### src/rtl/pc_sequencer_pkg.sv
// Shared types and sizing for the program-counter sequencer.
package pc_sequencer_pkg;

  localparam int unsigned PC_W      = 12;
  localparam int unsigned LABEL_W   = 8;
  localparam int unsigned CNT_W     = 16;
  localparam int unsigned LABEL_MAX = 43;

  typedef enum logic [1:0] {
    IDLE  = 2'd0,
    RUN   = 2'd1,
    DONE  = 2'd2,
    FAULT = 2'd3
  } state_e;

endpackage

### src/rtl/branch_target_table.sv
// Fixed label-to-PC lookup; labels above LABEL_MAX are invalid and map to 0.
module branch_target_table
  import pc_sequencer_pkg::*;
#(
  parameter int unsigned TBL_PC_W    = pc_sequencer_pkg::PC_W,
  parameter int unsigned TBL_LABEL_W = pc_sequencer_pkg::LABEL_W
) (
  input  logic [TBL_LABEL_W-1:0] label,
  output logic [TBL_PC_W-1:0]    target_c,
  output logic                   valid_c
);

  logic [31:0] lbl;
  logic [31:0] tgt;

  always_comb begin
    lbl     = 32'(label);
    tgt     = 32'd0;
    valid_c = (lbl <= LABEL_MAX);
    case (lbl)
      0, 1:    tgt = 32'd2;
      2:       tgt = 32'd325;
      3:       tgt = 32'd203;
      4:       tgt = 32'd214;
      5:       tgt = 32'd225;
      6:       tgt = 32'd236;
      7:       tgt = 32'd247;
      8:       tgt = 32'd258;
      9:       tgt = 32'd269;
      10:      tgt = 32'd280;
      11:      tgt = 32'd290;
      12:      tgt = 32'd300;
      13:      tgt = 32'd310;
      14:      tgt = 32'd317;
      15:      tgt = 32'd451;
      16:      tgt = 32'd460;
      17:      tgt = 32'd620;
      18:      tgt = 32'd6;
      19:      tgt = 32'd20;
      20:      tgt = 32'd35;
      21:      tgt = 32'd50;
      22:      tgt = 32'd65;
      23:      tgt = 32'd82;
      24:      tgt = 32'd92;
      25:      tgt = 32'd109;
      26:      tgt = 32'd127;
      27:      tgt = 32'd145;
      28:      tgt = 32'd160;
      29:      tgt = 32'd177;
      30:      tgt = 32'd201;
      31:      tgt = 32'd216;
      32:      tgt = 32'd233;
      33:      tgt = 32'd250;
      34:      tgt = 32'd254;
      35:      tgt = 32'd276;
      36:      tgt = 32'd295;
      37:      tgt = 32'd314;
      38:      tgt = 32'd333;
      39:      tgt = 32'd353;
      40:      tgt = 32'd372;
      41:      tgt = 32'd391;
      42:      tgt = 32'd410;
      43:      tgt = 32'd435;
      default: tgt = 32'd0;
    endcase
    target_c = TBL_PC_W'(tgt);
  end

endmodule

### src/rtl/pc_sequencer.sv
// Program-counter sequencer: start/run/halt control with labelled branches,
// one shared target table muxed between the start label and branch label.
module pc_sequencer
  import pc_sequencer_pkg::*;
#(
  parameter int unsigned PC_W    = pc_sequencer_pkg::PC_W,
  parameter int unsigned LABEL_W = pc_sequencer_pkg::LABEL_W,
  parameter int unsigned CNT_W   = pc_sequencer_pkg::CNT_W
) (
  input  logic               clk,
  input  logic               reset,
  input  logic               start,
  input  logic [LABEL_W-1:0] start_label,
  input  logic               stall,
  input  logic               halt,
  input  logic               branch_en,
  input  logic               branch_taken,
  input  logic [LABEL_W-1:0] branch_label,
  output logic [PC_W-1:0]    pc,
  output logic               fetch_valid,
  output logic               busy,
  output logic               done,
  output logic               fault,
  output logic [CNT_W-1:0]   cycle_cnt
);

  state_e             state_q, state_d;
  logic [PC_W-1:0]    pc_q, pc_d;
  logic [CNT_W-1:0]   cnt_q, cnt_d;
  logic               fault_q, fault_d;
  logic               fetch_valid_q, fetch_valid_d;
  logic               busy_q, busy_d;
  logic               done_q, done_d;

  logic [LABEL_W-1:0] sel_label;
  logic [PC_W-1:0]    tbl_target;
  logic               tbl_valid;

  // Only RUN looks at branch labels; otherwise the table serves the start label.
  assign sel_label = (state_q == RUN) ? branch_label : start_label;

  branch_target_table #(
    .TBL_PC_W    (PC_W),
    .TBL_LABEL_W (LABEL_W)
  ) u_tbl (
    .label    (sel_label),
    .target_c (tbl_target),
    .valid_c  (tbl_valid)
  );

  always_comb begin
    state_d = state_q;
    pc_d    = pc_q;
    cnt_d   = cnt_q;
    fault_d = fault_q;
    case (state_q)
      IDLE, FAULT: begin
        if (start) begin
          pc_d = tbl_target;
          if (tbl_valid) begin
            cnt_d   = '0;
            fault_d = 1'b0;
            state_d = RUN;
          end else begin
            fault_d = 1'b1;
            state_d = FAULT;
          end
        end
      end
      RUN: begin
        if (cnt_q != {CNT_W{1'b1}}) cnt_d = cnt_q + CNT_W'(1);
        if (halt) begin
          state_d = DONE;
        end else if (stall) begin
          pc_d = pc_q;
        end else if (branch_en && branch_taken) begin
          if (tbl_valid) begin
            pc_d = tbl_target;
          end else begin
            fault_d = 1'b1;
            state_d = FAULT;
          end
        end else begin
          pc_d = pc_q + PC_W'(1);
        end
      end
      DONE:    state_d = IDLE;
      default: state_d = IDLE;
    endcase
    fetch_valid_d = (state_d == RUN);
    busy_d        = (state_d == RUN);
    done_d        = (state_d == DONE);
  end

  always_ff @(posedge clk) begin
    if (reset) begin
      state_q       <= IDLE;
      pc_q          <= '0;
      cnt_q         <= '0;
      fault_q       <= 1'b0;
      fetch_valid_q <= 1'b0;
      busy_q        <= 1'b0;
      done_q        <= 1'b0;
    end else begin
      state_q       <= state_d;
      pc_q          <= pc_d;
      cnt_q         <= cnt_d;
      fault_q       <= fault_d;
      fetch_valid_q <= fetch_valid_d;
      busy_q        <= busy_d;
      done_q        <= done_d;
    end
  end

  assign pc          = pc_q;
  assign fetch_valid = fetch_valid_q;
  assign busy        = busy_q;
  assign done        = done_q;
  assign fault       = fault_q;
  assign cycle_cnt   = cnt_q;

endmodule

### config.mk
export PLATFORM = sky130hd
export DESIGN_NAME = pc_sequencer
export DESIGN_NICKNAME = d
export VERILOG_FILES = /design/src/rtl/pc_sequencer_pkg.sv /design/src/rtl/branch_target_table.sv /design/src/rtl/pc_sequencer.sv
export SDC_FILE = /design/constraint.sdc
export NUM_CORES = 1
export LEC_CHECK = 0
export CORE_MARGIN = 2
export CORE_UTILIZATION = 40
export CTS_BUF_LIST = sky130_fd_sc_hd__clkbuf_4
export CTS_CLUSTER_DIAMETER = 200
export DETAILED_ROUTE_END_ITERATION = 10
export GPL_ROUTABILITY_DRIVEN = 1
export GPL_TIMING_DRIVEN = 0
export PLACE_DENSITY = 0.72
export RECOVER_POWER = 100
export SYNTH_ARGS = -nofsm -noshare
export SYNTH_HDL_FRONTEND = slang
export SYNTH_SLANG_ARGS = --single-unit
### constraint.sdc
create_clock -name clk -period 2.95 [get_ports clk]
set_input_delay 0.885 -clock clk [delete_from_list [all_inputs] [get_ports clk]]
set_output_delay 0.885 -clock clk [all_outputs]
set_load 0.005 [all_outputs]
# Word-level counts from Yosys, hierarchy flattened
# Memories as Yosys holds them, arrays and structs flattened.
# Cells that the tools add are included.
# op_classes
n_addsub,2
n_reduce_logical,8
n_lt_le_gt_ge,1
muxes,26
n_eq_ne,14
# ops
op,count
$mux W12,6
$mux W16,3
$pmux W16 S2,1
$pmux W12 S2,1
$add A16 B1 Y16 const B,1
$ne A16 B16 Y1 const B,1
$add A12 B1 Y12 const B,1
$mux W2,6
$ne A2 B2 Y1 const B,5
$le A8 B6 Y1 const B,1
$mux W8,1
$eq A2 B2 Y1 const B,3
$mux W1,6
$pmux W2 S3,1
$reduce_and A6 Y1,1
$reduce_and A5 Y1,1
$eq A2 B1 Y1 const B,2
$logic_not A2 Y1,2
$ne A2 B1 Y1 const B,2
$reduce_and A4 Y1,1
$ne A3 B3 Y1 const B,1
$pmux W1 S2,1
$reduce_bool A2 Y1,1
$reduce_or A2 Y1,1
$logic_and A1 B1 Y1,1
# totals
regBits,33
n_memories,1
out_inout_bits,32
word_cells,58
romBits,640
input_bits,23
# mem_list
name,depth,width,rd,rd_ports_with_merged_regs,write_ports,line,source
(no name shown),64,10,1,0,0,branch_target_table.sv:20,case (lbl)

# Logic depth before layout (Yosys ltp)
# depth
word_depth,9
depth_mapped,12
ltp_nobuf,11

# Cells and area by module
# Synthesis repeated with hierarchy kept, for this count alone.
# hier_totals
hier_cells,383
area_unflattened_um2,3002.9
# by_module_without_submodules
mod,instances,area_per_inst_um2,cells_each,seq_area_each_um2
pc_sequencer,1,2168.3,260,660.6
branch_target_table,1,834.6,123,0.0

# Worst setup path after synthesis
# No wires, ideal clock.
# synth_path
path_type,input to register
start,input port start_label[0]
end,register pc_q[6] (netlist: pc[6])
setup_ps,96
t_required_ps,2854
cell_stages,9
path_slack_ps,298
n_path_buf,0
t_arrival_ps,2556
path_cell_list,mux2i_4 > inv_1 > ha_1 > nor2b_1 > o32ai_1 > o21ai_0 > a21oi_1 > nor2_1 > o41ai_2
# synth_via
elab_chain_cells,8
word_cells_on_any_way,12
classes_between,order compare (1); eq/ne (1); mux (8); reduce/logical (1); memory (1)
# synth_rtl
item,line,source
from (decl),pc_sequencer.sv:13,"input logic [LABEL_W-1:0] start_label,"
$mux W8 *,pc_sequencer.sv:40,assign sel_label = (state_q == RUN) ? branch_label : start_label;
$mem_v2 Z64 W10,--,
$mux W12,branch_target_table.sv:20,
$mux W12,pc_sequencer.sv:77,if (tbl_valid) begin
$mux W12,pc_sequencer.sv:76,end else if (branch_en && branch_taken) begin
$mux W12,pc_sequencer.sv:74,end else if (stall) begin
$mux W12,pc_sequencer.sv:72,if (halt) begin
$pmux W12 S2,pc_sequencer.sv:56,case (state_q)
to (signal assigned),pc_sequencer.sv:106,pc_q <= pc_d;
to (decl),pc_sequencer.sv:28,"logic [PC_W-1:0] pc_q, pc_d;"
# Mark *: on every way between the ends. The rest lies on a longest branch, timed or not. The select of a mux whose other input is x is not followed.
# A chain may end at the register's enable or synchronous reset.

# Final worst setup path
# layout_path
start,input port branch_label[1]
end,register pc_q[0] (netlist: pc[0])
# layout_via
elab_chain_cells,8
word_cells_on_any_way,12
classes_between,order compare (1); eq/ne (1); mux (8); reduce/logical (1); memory (1)
# layout_rtl
item,line,source
from (decl),pc_sequencer.sv:18,"input logic [LABEL_W-1:0] branch_label,"
$mux W8 *,pc_sequencer.sv:40,
$mem_v2 Z64 W10,--,
$mux W12,branch_target_table.sv:20,
$mux W12,pc_sequencer.sv:77,
$mux W12,pc_sequencer.sv:76,
$mux W12,pc_sequencer.sv:74,
$mux W12,pc_sequencer.sv:72,
$pmux W12 S2,pc_sequencer.sv:56,
# Marks and branches as above.

==> out/metrics.cfg <==
[sta]
min_period_ps=2877
rsz0062_at_grt=false
setup_viol=0
worst_clock_skew_ps=16.57
fmax_mhz=347.6
final.period_utilization_pct=97.52
holdWs_ps=496.6
max-slew-margin-rel_pct=53.17
finalHoldViolations=0
maxSlewViolCount=0
tightest_slew_ps=702.5

[cells_and_area]
finalNonFillerCells=546
seqCellArea_um2=660.6
fillers=728
layout_common_cells=nor2_1, nand2_1, dfxtp_1
diodes=0
final_util_pct=51.16
multi_input_area_um2=2100
area_growth_pct=26.21
drive_gt1_share_pct=9.172
final_common_cell=nor2_1
nNetsFinal=482

[synth]
yosys-top-cells-area=dfxtp_1, nor2_1, ha_1
synth_compound_area_share_pct=25.74
syn_nets=422
synthCells=386
synth_simple_gate_area_share_pct=30.71
yosysTopAreaCell=dfxtp_1
ys_async_sr_fraction_pct=0
ys_warn_count=0
yosys.area_share.adder_pct=5.623
ys.flop_type=dfxtp_1
synth_edf_count=0
ys_seq_area_share_pct=22.84
synth-xor-area-share_pct=5.450
synth.avg_cell_area_um2=7.494
synth_top_family_by_area=simple AND/OR/NAND/NOR gates
synthMuxAreaShare_pct=4.498
synth_top_cell_area_share_pct=22.84
ys_ff_latch=33
synth_cell_types=62
netlist_area_um2=2893

[floorplanning]
fp-row-count=31
die_area_um2=7928
die_h_um=89.04
io_pins=55
core-area_um2=7137
floorplan.die.width_um=89.04
start_util_pct=40.53

[drt]
finalWirelength_um=8628
drc=0
antenna_left=0
vias=3222
first_pass_iters=5
wl_per_cell_um=15.80
vias_per_cell=5.901
drt_iter0_drc=331

[grt]
grt_pass1_vias=2875
grt_pass1_wl_um=14100
grt_use_total_pct=22.32
antenna_found_initial=0
grt-ovfl-total=0
grt_max_degree=12

[clocking]
cts_tree=built
clkTransAtPathRegs_ps=110
cts_made_buffers=5
ctsRootBufferMaster=clkbuf_4
h-tree-depth=2
cts.path.max_buffers=2
cts.sinks=33
clkLatencyLatePin_ps=330

[worst_setup_path]
arrival_ps=3110
crit_start=branch_label[1]
worst-path-max-fanout=9
rr_startpoint=state_q[0]
r2r_slack_ps=260
criticalPathCategory=in2reg
end_kind=register
path_cells=clkdlybuf4s50_1 > mux2_4 > clkinvlp_4 > ha_2 > a221oi_1 > or2_1 > a2111oi_2 > a311o_1
timing.rr.end=pc[5]
cpPeakStageDelay_ps=510
ff2ff_path_depth=10
slowest_stage=clkdlybuf4s50_1
setup.worst_path.start_class=input pin
critPathRequiredTime_ps=3180

[worst_hold_path]
worst_hold_path.num_cells=2
min_path_type=reg2reg
hp-start=cycle_cnt[1]
holdPathEnd=cycle_cnt[1]

[power_and_ir_drop]
switchingPower_uw=1239
power_density_nw_per_um2=711.7
pwr-share-seq_pct=22.6
power.leakage_uw=0.001454
vdd.ir_drop.worst_uv=357.7
swShare_pct=47.70
p_int_uw=1359
pwr-share-comb_pct=64.2
clockPowerShare_pct=13.2

[placed_design]
place_congestion=0.9401
dp.final_hpwl_um=6366
port_buffers=51
dpl.cell_count=536

[outcome]
status=finished, final reports clean

[run]
cap_violations=0

==> per-stage QoR <==
step	TNS, ps	worst slack [ps]	cell area (um^2)	power [uW]
2_1_floorplan	0	298.3	2893	1738
3_3_place_gp	-3896	-659.7	3527	2214
3_5_place_dp	-3941	-614.3	3527	2221
4_1_cts	0	53.47	3628	2590
5_1_grt	0	16.00	3651	2816
6_report	0	73.07	3651	2598
==> synthesized netlist by cell type (5+ instances only) <==
| master | n |
|---|---|
| and3_1 | 11 |
| nor2b_1 | 5 |
| nand2b_1 | 7 |
| a21oi_1 | 25 |
| o211ai_1 | 5 |
| nand4_1 | 12 |
| inv_1 | 7 |
| o2111ai_1 | 6 |
| xor2_1 | 15 |
| nand3_1 | 18 |
| o21ai_0 | 23 |
| nor3_1 | 15 |
| buf_2 | 5 |
| nor2_1 | 46 |
| ha_1 | 13 |
| dfxtp_1 | 33 |
| a211oi_1 | 6 |
| and4_1 | 5 |
| and2_1 | 5 |
| a31oi_1 | 5 |
| nand2_1 | 37 |
| clkbuf_1 | 12 |
| nor4_1 | 6 |
==> logic make-up (layout without fill, tap and decap cells) <==
kind of cell / Yosys count / in the layout
AOI/OAI and AO/OA: 103 / 103
xor gates and xnor gates: 18 / 18
adders and majority gates: 13 / 13
buffers and inverters: 32 / 93
DFF: 33 / 33
muxes: 9 / 9
and+or+nand+nor: 178 / 178
==> how the worst max path moves through the flow <==
stage | endpoint | slack (ps) | depth (start not counted)
6_report | pc[0] | 70 | 8
3_5_place_dp | pc[6] | -610 | 10
4_1_cts | pc[0] | 50 | 9
5_1_grt | pc[0] | 20 | 8
3_3_place_gp | pc[6] | -660 | 10
2_1_floorplan | pc[6] | 300 | 9
==> flip-flops by register name, summed over array words and instances (netlist names) <==
register,flops
busy,1
done,1
state_q,2
fault,1
cycle_cnt,16
pc,12
==> power by group through the flow <==
stage               combinational (uW)  clock [uW]  sequential, uW
finish                            1670         343             587
global route                      1850         374             596
CTS                               1650         352             589
detailed placement                1620           0             599
global placement                  1620           0             595
floorplan                         1150           0             586
==> per-layer routing <==
metal	GRT usage [%]	wire length, um	vias up
li1	-	-	1559
met1	33.45	4037	1497
met2	33.24	3849	148
met3	3.786	590	18
met4	5.427	151	0
met5	0	0	-
==> worst max-delay path, delay by kind of cell <==
kind,cells,cell delay [ps]
compound gates,3,760
fa+ha+maj,1,290
mux,1,260
simple gates,1,170
buf+inv,2,740
==> layout make-up <==
cell class                      count  share of cell area [%]
Clock inverter                      2                  0.9253
Clock buffer                        6                   1.234
Buffer                             22                   3.119
Multi-Input combinational cell    321                   57.51
Sequential cell                    33                   18.09
Inverter                           10                   1.131
Tap cell                           99                   3.393
Timing Repair Buffer               53                   14.60
==> timing repair <==
action / in CTS / in global routing
buffers inserted: 1 / 1
endpoints found under the hold margin: 0 / 0
hold buffers: 0 / 0
pin swaps: 0 / 2
gates resized for setup: 3 / 9
endpoints found under the setup margin: 3 / 5
Power figures use the tool's default switching activity.
